<file path="src/rtl/instr_fetch.sv">
// Instruction fetch stage: PC register, synchronous imem reads, IF/ID register, one-entry skid buffer.
// Optional performance counters are enabled with the IFETCH_PERF_CNT_EN macro.
module instr_fetch #(
  parameter logic [31:0] RESET_PC = 32'h0000_0000
) (
  input  logic        clk,
  input  logic        rst_n,
  output logic [31:0] imem_addr,
  output logic        imem_rd_en,
  input  logic [31:0] imem_rdata,
  input  logic        stall,
  input  logic        branch_taken,
  input  logic [31:0] branch_target,
  input  logic        jump,
  input  logic [25:0] jump_index,
  output logic [31:0] instr,
  output logic [5:0]  opcode,
  output logic [31:0] pc_plus4,
  output logic        instr_valid,
`ifdef IFETCH_PERF_CNT_EN
  output logic [31:0] fetch_count,
  output logic [31:0] bubble_count,
`endif
  output logic [1:0]  dbg_state
);

  typedef enum logic [1:0] {IDLE = 2'd0, RUN = 2'd1, STALL = 2'd2, FLUSH = 2'd3} state_t;

  state_t      state, n_state;
  logic [31:0] pc, n_pc, pc_inc;
  logic [31:0] ifid_instr, n_ifid_instr, ifid_pc4, n_ifid_pc4;
  logic        ifid_valid, n_ifid_valid;
  logic [31:0] skid_instr, n_skid_instr, skid_pc4, n_skid_pc4;
  logic        skid_valid, n_skid_valid;
  logic        rd_q;
  logic [31:0] rd_pc4;
  logic        rd_en, load_valid, redirect;
  logic [31:0] target;
  logic        unused_tgt_bits;

  assign pc_inc          = pc + 32'd4;
  assign redirect        = branch_taken | jump;
  assign target          = branch_taken ? {branch_target[31:2], 2'b00}
                                        : {ifid_pc4[31:28], jump_index, 2'b00};
  assign unused_tgt_bits = ^branch_target[1:0];

  // rd_q marks that imem_rdata this cycle answers a read issued last cycle.
  always_comb begin
    n_state      = state;
    n_pc         = pc;
    n_ifid_instr = ifid_instr;
    n_ifid_pc4   = ifid_pc4;
    n_ifid_valid = ifid_valid;
    n_skid_instr = skid_instr;
    n_skid_pc4   = skid_pc4;
    n_skid_valid = skid_valid;
    rd_en        = 1'b0;
    load_valid   = 1'b0;
    case (state)
      IDLE: n_state = RUN;
      RUN: begin
        rd_en        = 1'b1;
        n_pc         = pc_inc;
        n_ifid_valid = rd_q;
        load_valid   = rd_q;
        if (rd_q) begin
          n_ifid_instr = imem_rdata;
          n_ifid_pc4   = rd_pc4;
        end
        n_state = stall ? STALL : RUN;
      end
      STALL: begin
        if (!stall) begin
          // Release: drain the skid, or bypass a response that lands in a one-cycle stall.
          rd_en        = 1'b1;
          n_pc         = pc_inc;
          n_skid_valid = 1'b0;
          n_ifid_valid = skid_valid | rd_q;
          load_valid   = skid_valid | rd_q;
          if (skid_valid) begin
            n_ifid_instr = skid_instr;
            n_ifid_pc4   = skid_pc4;
          end else if (rd_q) begin
            n_ifid_instr = imem_rdata;
            n_ifid_pc4   = rd_pc4;
          end
          n_state = RUN;
        end else if (rd_q) begin
          n_skid_valid = 1'b1;
          n_skid_instr = imem_rdata;
          n_skid_pc4   = rd_pc4;
        end
      end
      FLUSH: begin
        rd_en        = 1'b1;
        n_pc         = pc_inc;
        n_ifid_valid = 1'b0;
        n_state      = stall ? STALL : RUN;
      end
      default: n_state = IDLE;
    endcase
    if (redirect && state != IDLE) begin
      n_pc         = target;
      n_ifid_instr = ifid_instr;
      n_ifid_pc4   = ifid_pc4;
      n_ifid_valid = 1'b0;
      n_skid_valid = 1'b0;
      load_valid   = 1'b0;
      n_state      = FLUSH;
    end
  end

  always_ff @(posedge clk) begin
    if (!rst_n) begin
      state      <= IDLE;
      pc         <= RESET_PC;
      ifid_instr <= 32'h0;
      ifid_pc4   <= 32'h0;
      ifid_valid <= 1'b0;
      skid_instr <= 32'h0;
      skid_pc4   <= 32'h0;
      skid_valid <= 1'b0;
      rd_q       <= 1'b0;
      rd_pc4     <= 32'h0;
    end else begin
      state      <= n_state;
      pc         <= n_pc;
      ifid_instr <= n_ifid_instr;
      ifid_pc4   <= n_ifid_pc4;
      ifid_valid <= n_ifid_valid;
      skid_instr <= n_skid_instr;
      skid_pc4   <= n_skid_pc4;
      skid_valid <= n_skid_valid;
      rd_q       <= rd_en;
      if (rd_en) rd_pc4 <= pc_inc;
    end
  end

`ifdef IFETCH_PERF_CNT_EN
  always_ff @(posedge clk) begin
    if (!rst_n) begin
      fetch_count  <= 32'h0;
      bubble_count <= 32'h0;
    end else begin
      if (load_valid && fetch_count != 32'hFFFF_FFFF) fetch_count <= fetch_count + 32'd1;
      if (!ifid_valid && state != IDLE && bubble_count != 32'hFFFF_FFFF)
        bubble_count <= bubble_count + 32'd1;
    end
  end
`endif

  assign imem_addr   = pc;
  assign imem_rd_en  = rd_en;
  assign instr       = ifid_valid ? ifid_instr : 32'h0;
  assign opcode      = instr[31:26];
  assign pc_plus4    = ifid_pc4;
  assign instr_valid = ifid_valid;
  assign dbg_state   = state;

endmodule

</file>
<file path="config.mk">
export PLATFORM = sky130hd
export DESIGN_NAME = instr_fetch
export DESIGN_NICKNAME = d
export VERILOG_FILES = /design/src/rtl/instr_fetch.sv
export SDC_FILE = /design/constraint.sdc
export NUM_CORES = 1
export LEC_CHECK = 0
export ABC_CLOCK_PERIOD_IN_PS = 2600
export CAP_MARGIN = 40
export CORE_ASPECT_RATIO = 1.2
export CORE_MARGIN = 5
export CORE_UTILIZATION = 35
export DETAILED_ROUTE_END_ITERATION = 12
export GPL_TIMING_DRIVEN = 0
export PLACE_DENSITY = 0.6
export SLEW_MARGIN = 20
export SYNTH_ARGS = -nofsm -noshare
export SYNTH_HDL_FRONTEND = slang
export SYNTH_SLANG_ARGS = --single-unit
</file>
<file path="constraint.sdc">
create_clock -name clk -period 2.6 [get_ports clk]
set_clock_uncertainty 0.15 [all_clocks]
set_input_delay 0.52 -clock clk [delete_from_list [all_inputs] [get_ports clk]]
set_output_delay 0.52 -clock clk [all_outputs]
set_load 0.01 [all_outputs]
</file>
==> results of run 1 <==
-- worst max-delay path: stages --
cell,delay (ps)
sky130_fd_sc_hd__clkdlybuf4s50_1,480
sky130_fd_sc_hd__o21bai_1,470
sky130_fd_sc_hd__nand2_1,340
sky130_fd_sc_hd__or4b_2,670
sky130_fd_sc_hd__mux2i_1,170
sky130_fd_sc_hd__a21o_1,100
-- report_power, final --
part | total [uW] | switching, uW | internal, uW
clock network | 2790 | 1170 | 1620
logic | 1200 | 643 | 558
registers | 3310 | 194 | 3110
total | 7290 | 2010 | 5280
-- state kept, by name (all words and copies together) (netlist names) --
signal,cells
pc_plus4,32
imem_addr,30
skid_instr,32
ifid_instr,32
skid_valid,1
dbg_state,2
skid_pc4,30
rd_q,1
rd_pc4,30
instr_valid,1
-- cell type report --
| class | count | area (um2) |
|---|---|---|
| well taps | 325 | 406.6 |
| clock buffers | 18 | 429.2 |
| multi-input cells | 812 | 4581 |
| flip-flops and latches | 191 | 3836 |
| clock inverters | 13 | 187.7 |
| inverters | 19 | 71.32 |
| repair buffers | 201 | 1992 |
| plain buffers | 95 | 437.9 |
| diodes | 2 | 5.005 |
| fillers | 2543 | 12880 |
-- what timing repair did --
action                     CTS  global route
resized for setup           29            40
buffers inserted             2             2
setup endpoints to repair  112           155
pin swaps                    1             1
-- metal layers --
metal	part of all wire, %	wire length, um
met1	44	12600
met2	48	13700
met3	5.6	1581
met4	1.6	448
met5	0	0
-- worst max-delay path by stage --
stage	from	endpoint	slack (ps)	cells past startpoint
floorplan	imem_addr[2]$_SDFFE_PN0P_	imem_addr[30]$_SDFFE_PN0P_	170	7
global placement	jump	ifid_instr[2]$_SDFFE_PN0P_	-1030	7
detailed placement	jump	ifid_instr[3]$_SDFFE_PN0P_	-1150	7
CTS	dbg_state[0]$_SDFFE_PN0P_	pc_plus4[29]$_SDFFE_PN0P_	5	8
global route	dbg_state[1]$_SDFFE_PN0P_	ifid_instr[25]$_SDFFE_PN0P_	-8	9
finish	jump	imem_addr[27]$_SDFFE_PN0P_	80	6
-- cell usage after synthesis, types with 2 or more instances --
cell,number
sky130_fd_sc_hd__nand2_1,251
sky130_fd_sc_hd__dfxtp_1,191
sky130_fd_sc_hd__a21oi_1,101
sky130_fd_sc_hd__nor2_1,100
sky130_fd_sc_hd__clkbuf_1,82
sky130_fd_sc_hd__a311oi_1,53
sky130_fd_sc_hd__o21ai_0,42
sky130_fd_sc_hd__and2_1,37
sky130_fd_sc_hd__xor2_1,27
sky130_fd_sc_hd__nand3_1,23
sky130_fd_sc_hd__a211oi_1,21
sky130_fd_sc_hd__mux2i_1,20
sky130_fd_sc_hd__a31oi_1,19
sky130_fd_sc_hd__inv_1,18
sky130_fd_sc_hd__xnor2_1,15
sky130_fd_sc_hd__nand4_1,13
sky130_fd_sc_hd__nor3_1,11
sky130_fd_sc_hd__o221a_2,11
sky130_fd_sc_hd__mux2_2,9
sky130_fd_sc_hd__buf_4,8
sky130_fd_sc_hd__buf_1,7
sky130_fd_sc_hd__nor2b_1,6
sky130_fd_sc_hd__and3_1,5
sky130_fd_sc_hd__ha_1,5
sky130_fd_sc_hd__nor3b_1,5
sky130_fd_sc_hd__nor4_1,4
sky130_fd_sc_hd__or3_1,4
sky130_fd_sc_hd__and4_1,3
sky130_fd_sc_hd__nand2b_1,3
sky130_fd_sc_hd__or4_4,3
sky130_fd_sc_hd__a21o_1,2
sky130_fd_sc_hd__a22oi_1,2
sky130_fd_sc_hd__o211ai_1,2
sky130_fd_sc_hd__o31a_1,2
-- logic make-up after synthesis --
group                      after synthesis  synth area share, %
AOI/OAI and AO/OA                      261                19.22
xor gates and xnor gates                42                4.168
muxes                                   29                3.417
buffers and inverters                  118                5.387
DFF                                    191                43.32
adders and majority gates                5               0.7088
and+or+nand+nor                        473                23.73
other                                    1              0.04249
-- metrics by stage --
step | worst slack, ps | cell area [um2]
global route | -7.734 | 11940
floorplan | 174.5 | 8830
finish | 83.88 | 11950
global placement | -1030 | 11180
CTS | 5.161 | 11890
detailed placement | -1148 | 11200
==> reports/results.md, run 1 <==
| Parameter | Value | Unit |
|:---|:---|:---|
| Transition time at the pin with the least slew margin | 913.5 | ps |
| Clock net sink count | 191 | - |
| Mapped cell area | 8826 | um2 |
| Bufs on Longest Clock Path | 2 | - |
| Smallest hold slack | 304.5 | ps |
| Count of endpoints failing setup in the final report | 0 | - |
| Worst hold endpoint | skid_pc4[29]$_SDFFE_PN0P_ | - |
| Setup slack on the worst flop-to-flop path | 90 | ps |
| Data required time of the critical path | 2830 | ps |
| Buffers added on ports | 194 | - |
| DRC violation count after routing | 0 | - |
| Mean Syn Cell Area | 7.880 | um2 |
| Final cell count without fillers | 1676 | - |
| Area share of the leading cell type in the synthesized netlist | 43.32 | % |
| Most common cell after layout, fill and taps aside | sky130_fd_sc_hd__nand2_1 | - |
| Run status | finished clean | - |
| Fraction of synthesis flops using an asynchronous set or reset pin | 0 | % |
| Clock transition at the register clock pins on the worst setup and hold paths after CTS | 70 | ps |
| Overall routed net length | 28.32 | mm |
| Detailed Place HPWL | 21.54 | mm |
| Routed wire length per instance | 16.90 | um |
| Post-route setup TNS | 0 | ps |
| Final RePlAce weighted congestion | 0.9451 | - |
| Cells after Synth | 1120 | - |
| Total power | 7292 | uW |
| Final number of hold-violating endpoints | 0 | - |
| Total power density per cell area | 610.4 | nW/um2 |
| Top Ports | 201 | - |
| Crit Path Max Fanout | 7 | - |
| Period minus WS final | 2516 | ps |
| Detailed-routing iteration count for the pre-antenna-repair pass | 5 | - |
| Arrival time at the worst endpoint | 2750 | ps |
| Global-route total usage across every layer | 19.28 | % |
| Placed Cells incl. Taps | 1643 | - |
| Chip width | 155.0 | um |
| Clock latency on the worst-skew pair | 430 | ps |
| Via count | 8451 | - |
| Initial cell density of the core | 35.55 | % |
| Ratio of cells with drive above 1 in the final layout | 8.525 | % |
| Clock tree from TritonCTS | yes | - |
| First-pass GRT wire length | 43.80 | mm |
| Portion of the post-synthesis area used by sequential elements | 43.32 | % |
| Number of clock buffers inserted by TritonCTS | 17 | - |
| Yosys warnings | 0 | - |
| Cell chosen for the clock root | sky130_fd_sc_hd__clkbuf_16 | - |
| Commonest register cell after synthesis | sky130_fd_sc_hd__dfxtp_1 | - |
| Leakage | 0.004105 | uW |
| Area growth from synthesis to final layout | 35.36 | % |
| Chip Height | 184.0 | um |
| Path class of the lowest-slack min-delay path | reg2reg | - |
| Final Max Slew Viols | 0 | - |
| Global-route layer with the greatest usage | met2 | - |
| Top cells by area in the synthesized netlist | sky130_fd_sc_hd__dfxtp_1 43%, sky130_fd_sc_hd__nand2_1 11%, sky130_fd_sc_hd__a21oi_1 5.7% | - |
| Met1 Use GR | 24.24 | % |
| Reg2Reg Launch Point | imem_addr[12]$_SDFFE_PN0P_ | - |
| Yosys cell types | 49 | - |
| Cells on worst reg2reg path | 5 | - |
| Detailed Route Iter0 Violations | 484 | - |
| Pin count of the biggest net entering global routing | 17 | - |
| Worst R2R End | imem_addr[26]$_SDFFE_PN0P_ | - |
| Hold Startpoint | skid_pc4[29]$_SDFFE_PN0P_ | - |
| Share of the core filled with cells in the final layout | 48.11 | % |
| Post-synthesis sequential element count | 191 | - |
| Crit start category | input pin | - |
| Worst slew margin relative to its limit | 38.81 | % |
| Via density per instance | 5.042 | - |
| Full die area | 28510 | um2 |
| Area of the core region | 24830 | um2 |
| Grt met3 use | 4.309 | % |
| Layout Nets | 1437 | - |
| Met2 capacity usage during global routing | 33.07 | % |
| Hold bufs inserted after CTS | 0 | - |
| H-tree depth reported by CTS | 4 | - |
| Critical path endpoint category | register | - |
| Top library cells by usage in the layout, fill and taps aside | 250 x sky130_fd_sc_hd__nand2_1, 193 x sky130_fd_sc_hd__clkdlybuf4s50_1, 185 x sky130_fd_sc_hd__dfxtp_1 | - |
| Global route total overflow | 0 | - |
| DRT antenna net count | 0 | - |
| Final clock period utilization by the worst path | 96.77 | % |
| Vias in the first global route | 8047 | - |
| Largest voltage drop on the vdd net | 0.4524 | mV |
| Critical path class | in2reg | - |
| Hold path cells | 2 | - |
| Cell taking the most area after synthesis | sky130_fd_sc_hd__dfxtp_1 | - |
| Number of antenna violations at the first check in global routing | 1 | - |
| Count of max-cap constraint violations | 0 | - |
| Number of flops mapped to enable cells by yosys | 0 | - |
| Number of rows in the core area | 63 | - |
| Maximum achievable frequency | 0.3974 | GHz |
Note: power is estimated with default switching activity, not from simulation.
==> inputs of run 2 (changes only) <==
- ABC_CLOCK_PERIOD_IN_PS: 2600 -> 3200
- clock period: 2.6 -> 3.2 ns (I/O delays scaled with it)
==> run 2 against run 1 <==
Compared with the run above: sequential power fell by 19%; final area fell by 0.63%; flip-flop and latch count did not move; total power fell by 19%; die area did not move; wire length fell by 0.39%; critical path depth did not move; count of clock-buffer cells in the layout did not move; clock power fell by 19%; critical path type is now reg2out; highest routed layer unchanged.
==> reports/results.md, run 2 (synthesis results as in run 1) <==
| Parameter | Value | Unit | vs previous |
|:---|:---|:---|:---|
| Met1 Use GR | 24.12 | % | -0.12 points |
| Hold Startpoint | skid_pc4[29]$_SDFFE_PN0P_ | - |  |
| Transition time at the pin with the least slew margin | 816.0 | ps | -97.53 ps |
| Detailed-routing iteration count for the pre-antenna-repair pass | 5 | - | unchanged |
| Area growth from synthesis to final layout | 34.51 | % |  |
| Full die area | 28510 | um2 | unchanged |
| Worst slew margin relative to its limit | 45.60 | % | +6.8 points |
| Chip width | 155.0 | um | unchanged |
| Overall routed net length | 28.21 | mm | -0.39% |
| Largest voltage drop on the vdd net | 0.3669 | mV | -19% |
| Run status | finished clean | - |  |
| Most common cell after layout, fill and taps aside | sky130_fd_sc_hd__nand2_1 | - |  |
| Clock latency on the worst-skew pair | 430 | ps | about the same |
| Via density per instance | 5.033 | - | -0.19% |
| Maximum achievable frequency | 0.3266 | GHz |  |
| Global-route layer with the greatest usage | met2 | - |  |
| Vias in the first global route | 8050 | - | +0.037% |
| Bufs on Longest Clock Path | 2 | - | unchanged |
| Final clock period utilization by the worst path | 95.69 | % |  |
| Crit Path Max Fanout | 10 | - | +3 |
| Count of max-cap constraint violations | 0 | - | unchanged |
| Clock net sink count | 191 | - | unchanged |
| Area of the core region | 24830 | um2 | unchanged |
| Final number of hold-violating endpoints | 0 | - | unchanged |
| Chip Height | 184.0 | um | unchanged |
| RSZ-0062 raised after global routing | no | - |  |
| Count of endpoints failing setup in the final report | 0 | - | unchanged |
| Design area | 11870 | um2 | -0.63% |
| Grt met3 use | 4.285 | % | -0.024 points |
| Worst setup path startpoint | dbg_state[1]$_SDFFE_PN0P_ | - |  |
| First-pass GRT wire length | 43.66 | mm | -0.33% |
| Critical path endpoint category | primary output | - |  |
| Layout Nets | 1439 | - | +0.14% |
| Final Max Slew Viols | 0 | - | unchanged |
| Top library cells by usage in the layout, fill and taps aside | 251 x sky130_fd_sc_hd__nand2_1, 194 x sky130_fd_sc_hd__clkdlybuf4s50_1, 191 x sky130_fd_sc_hd__dfxtp_1 | - |  |
| Global route total overflow | 0 | - | unchanged |
| Met2 capacity usage during global routing | 32.88 | % | -0.19 points |
| Ratio of cells with drive above 1 in the final layout | 6.218 | % | -2.3 points |
| Post-DP Area | 11200 | um2 | unchanged |
| DRC violation count after routing | 0 | - | unchanged |
| Buffers added on ports | 194 | - | unchanged |
| Number of clock buffers inserted by TritonCTS | 17 | - | unchanged |
| Total power density per cell area | 497.2 | nW/um2 | -19% |
| DRT antenna net count | 0 | - | unchanged |
| Crit start category | register | - |  |
| Path class of the lowest-slack min-delay path | reg2reg | - |  |
| Via count | 8445 | - | -0.071% |
| Critical path class | reg2out | - |  |
| Smallest hold slack | 304.2 | ps | -0.3230 ps |
| Detailed Route Iter0 Violations | 480 | - | -0.83% |
| Detailed Place HPWL | 21.54 | mm | unchanged |
| Initial cell density of the core | 35.55 | % | unchanged |
| Number of antenna violations at the first check in global routing | 1 | - | unchanged |
| Leakage | 0.004038 | uW | -1.6% |
| Clock transition at the register clock pins on the worst setup and hold paths after CTS | 70 | ps | about the same |
| H-tree depth reported by CTS | 4 | - | unchanged |
| Arrival time at the worst endpoint | 2270 | ps | -480 ps |
| Final RePlAce weighted congestion | 0.9451 | - | unchanged |
| Cell chosen for the clock root | sky130_fd_sc_hd__clkbuf_16 | - |  |
| Pin count of the biggest net entering global routing | 17 | - | unchanged |
| Period minus WS final | 3062 | ps |  |
| Number of rows in the core area | 63 | - | unchanged |
| Top Ports | 201 | - | unchanged |
| Clock tree from TritonCTS | yes | - |  |
| Reg2Reg Launch Point | dbg_state[1]$_SDFFE_PN0P_ | - |  |
| Data required time of the critical path | 2410 | ps | -420 ps |
| Global-route total usage across every layer | 19.20 | % | -0.079 points |
| Routed wire length per instance | 16.81 | um | -0.51% |
[run 2: cell types whose count changed in the layout (fill, tap and decap cells not counted), moves of 2 or more]
cell,previous run,this run
sky130_fd_sc_hd__nand3_1,21,23
sky130_fd_sc_hd__dfxtp_4,2,0
sky130_fd_sc_hd__nand3_2,2,0
sky130_fd_sc_hd__clkbuf_4,2,0
sky130_fd_sc_hd__clkbuf_2,15,7
sky130_fd_sc_hd__dfxtp_1,185,191
sky130_fd_sc_hd__buf_2,8,5
sky130_fd_sc_hd__ha_1,3,5
sky130_fd_sc_hd__buf_4,14,9
sky130_fd_sc_hd__dfxtp_2,4,0
sky130_fd_sc_hd__clkbuf_1,59,79
[run 2: final timing paths]
kind	end	cells after the start	slack, ps
max	imem_rd_en	6	140
min	skid_pc4[29]$_SDFFE_PN0P_	2	300
max reg2reg	ifid_instr[25]$_SDFFE_PN0P_	9	270
min reg2reg	skid_pc4[29]$_SDFFE_PN0P_	2	300
[run 2: layer usage]
metal | up-vias | wire [um]
met3 | 35 | 1686
met1 | 3837 | 12410
met5 | - | 0
met2 | 266 | 13660
met4 | 0 | 454
li1 | 4307 | -
[run 2: layout make-up]
cell class / count / area [um2]
Antenna cell: 2 / 5.005
Buffer: 99 / 422.9
Clock buffer: 18 / 429.2
Clock inverter: 13 / 187.7
Fill cell: 2548 / 12960
Inverter: 19 / 71.32
Multi-Input combinational cell: 812 / 4549
Sequential cell: 191 / 3824
Tap cell: 325 / 406.6
Timing Repair Buffer: 199 / 1976
[run 2: critical path, stage by stage, from the launching register on]
cell,delay [ps]
sky130_fd_sc_hd__dfxtp_1,430
sky130_fd_sc_hd__inv_1,90
sky130_fd_sc_hd__ha_1,180
sky130_fd_sc_hd__clkbuf_1,210
sky130_fd_sc_hd__a21oi_4,200
sky130_fd_sc_hd__clkbuf_8,190
sky130_fd_sc_hd__clkdlybuf4s50_1,540
[run 2: per-stage QoR]
stage	util (%)	power, uW	setup WS (ps)	std cells	TNS [ps]
after floorplan	-	3200	766.2	1121	0
after global placement	45.02	3674	-549.6	1640	-28040
after detailed placement	45.10	3681	-667.6	1643	-32980
after CTS	47.70	5942	24.67	1674	0
after global routing	47.80	6154	32.94	1677	0
final	47.81	5903	137.9	1678	0
[run 2: repair_timing]
item / in CTS / in global routing
pin swaps: 0 / 0
endpoints found under the setup margin: 51 / 23
hold buffers: 0 / 0
setup buffers: 0 / 1
resized for setup: 10 / 5
[run 2: report_power, final]
part	total (uW)	internal [uW]	switching, uW
combinational	966	446	520
clock	2250	1310	942
sequential	2680	2530	156
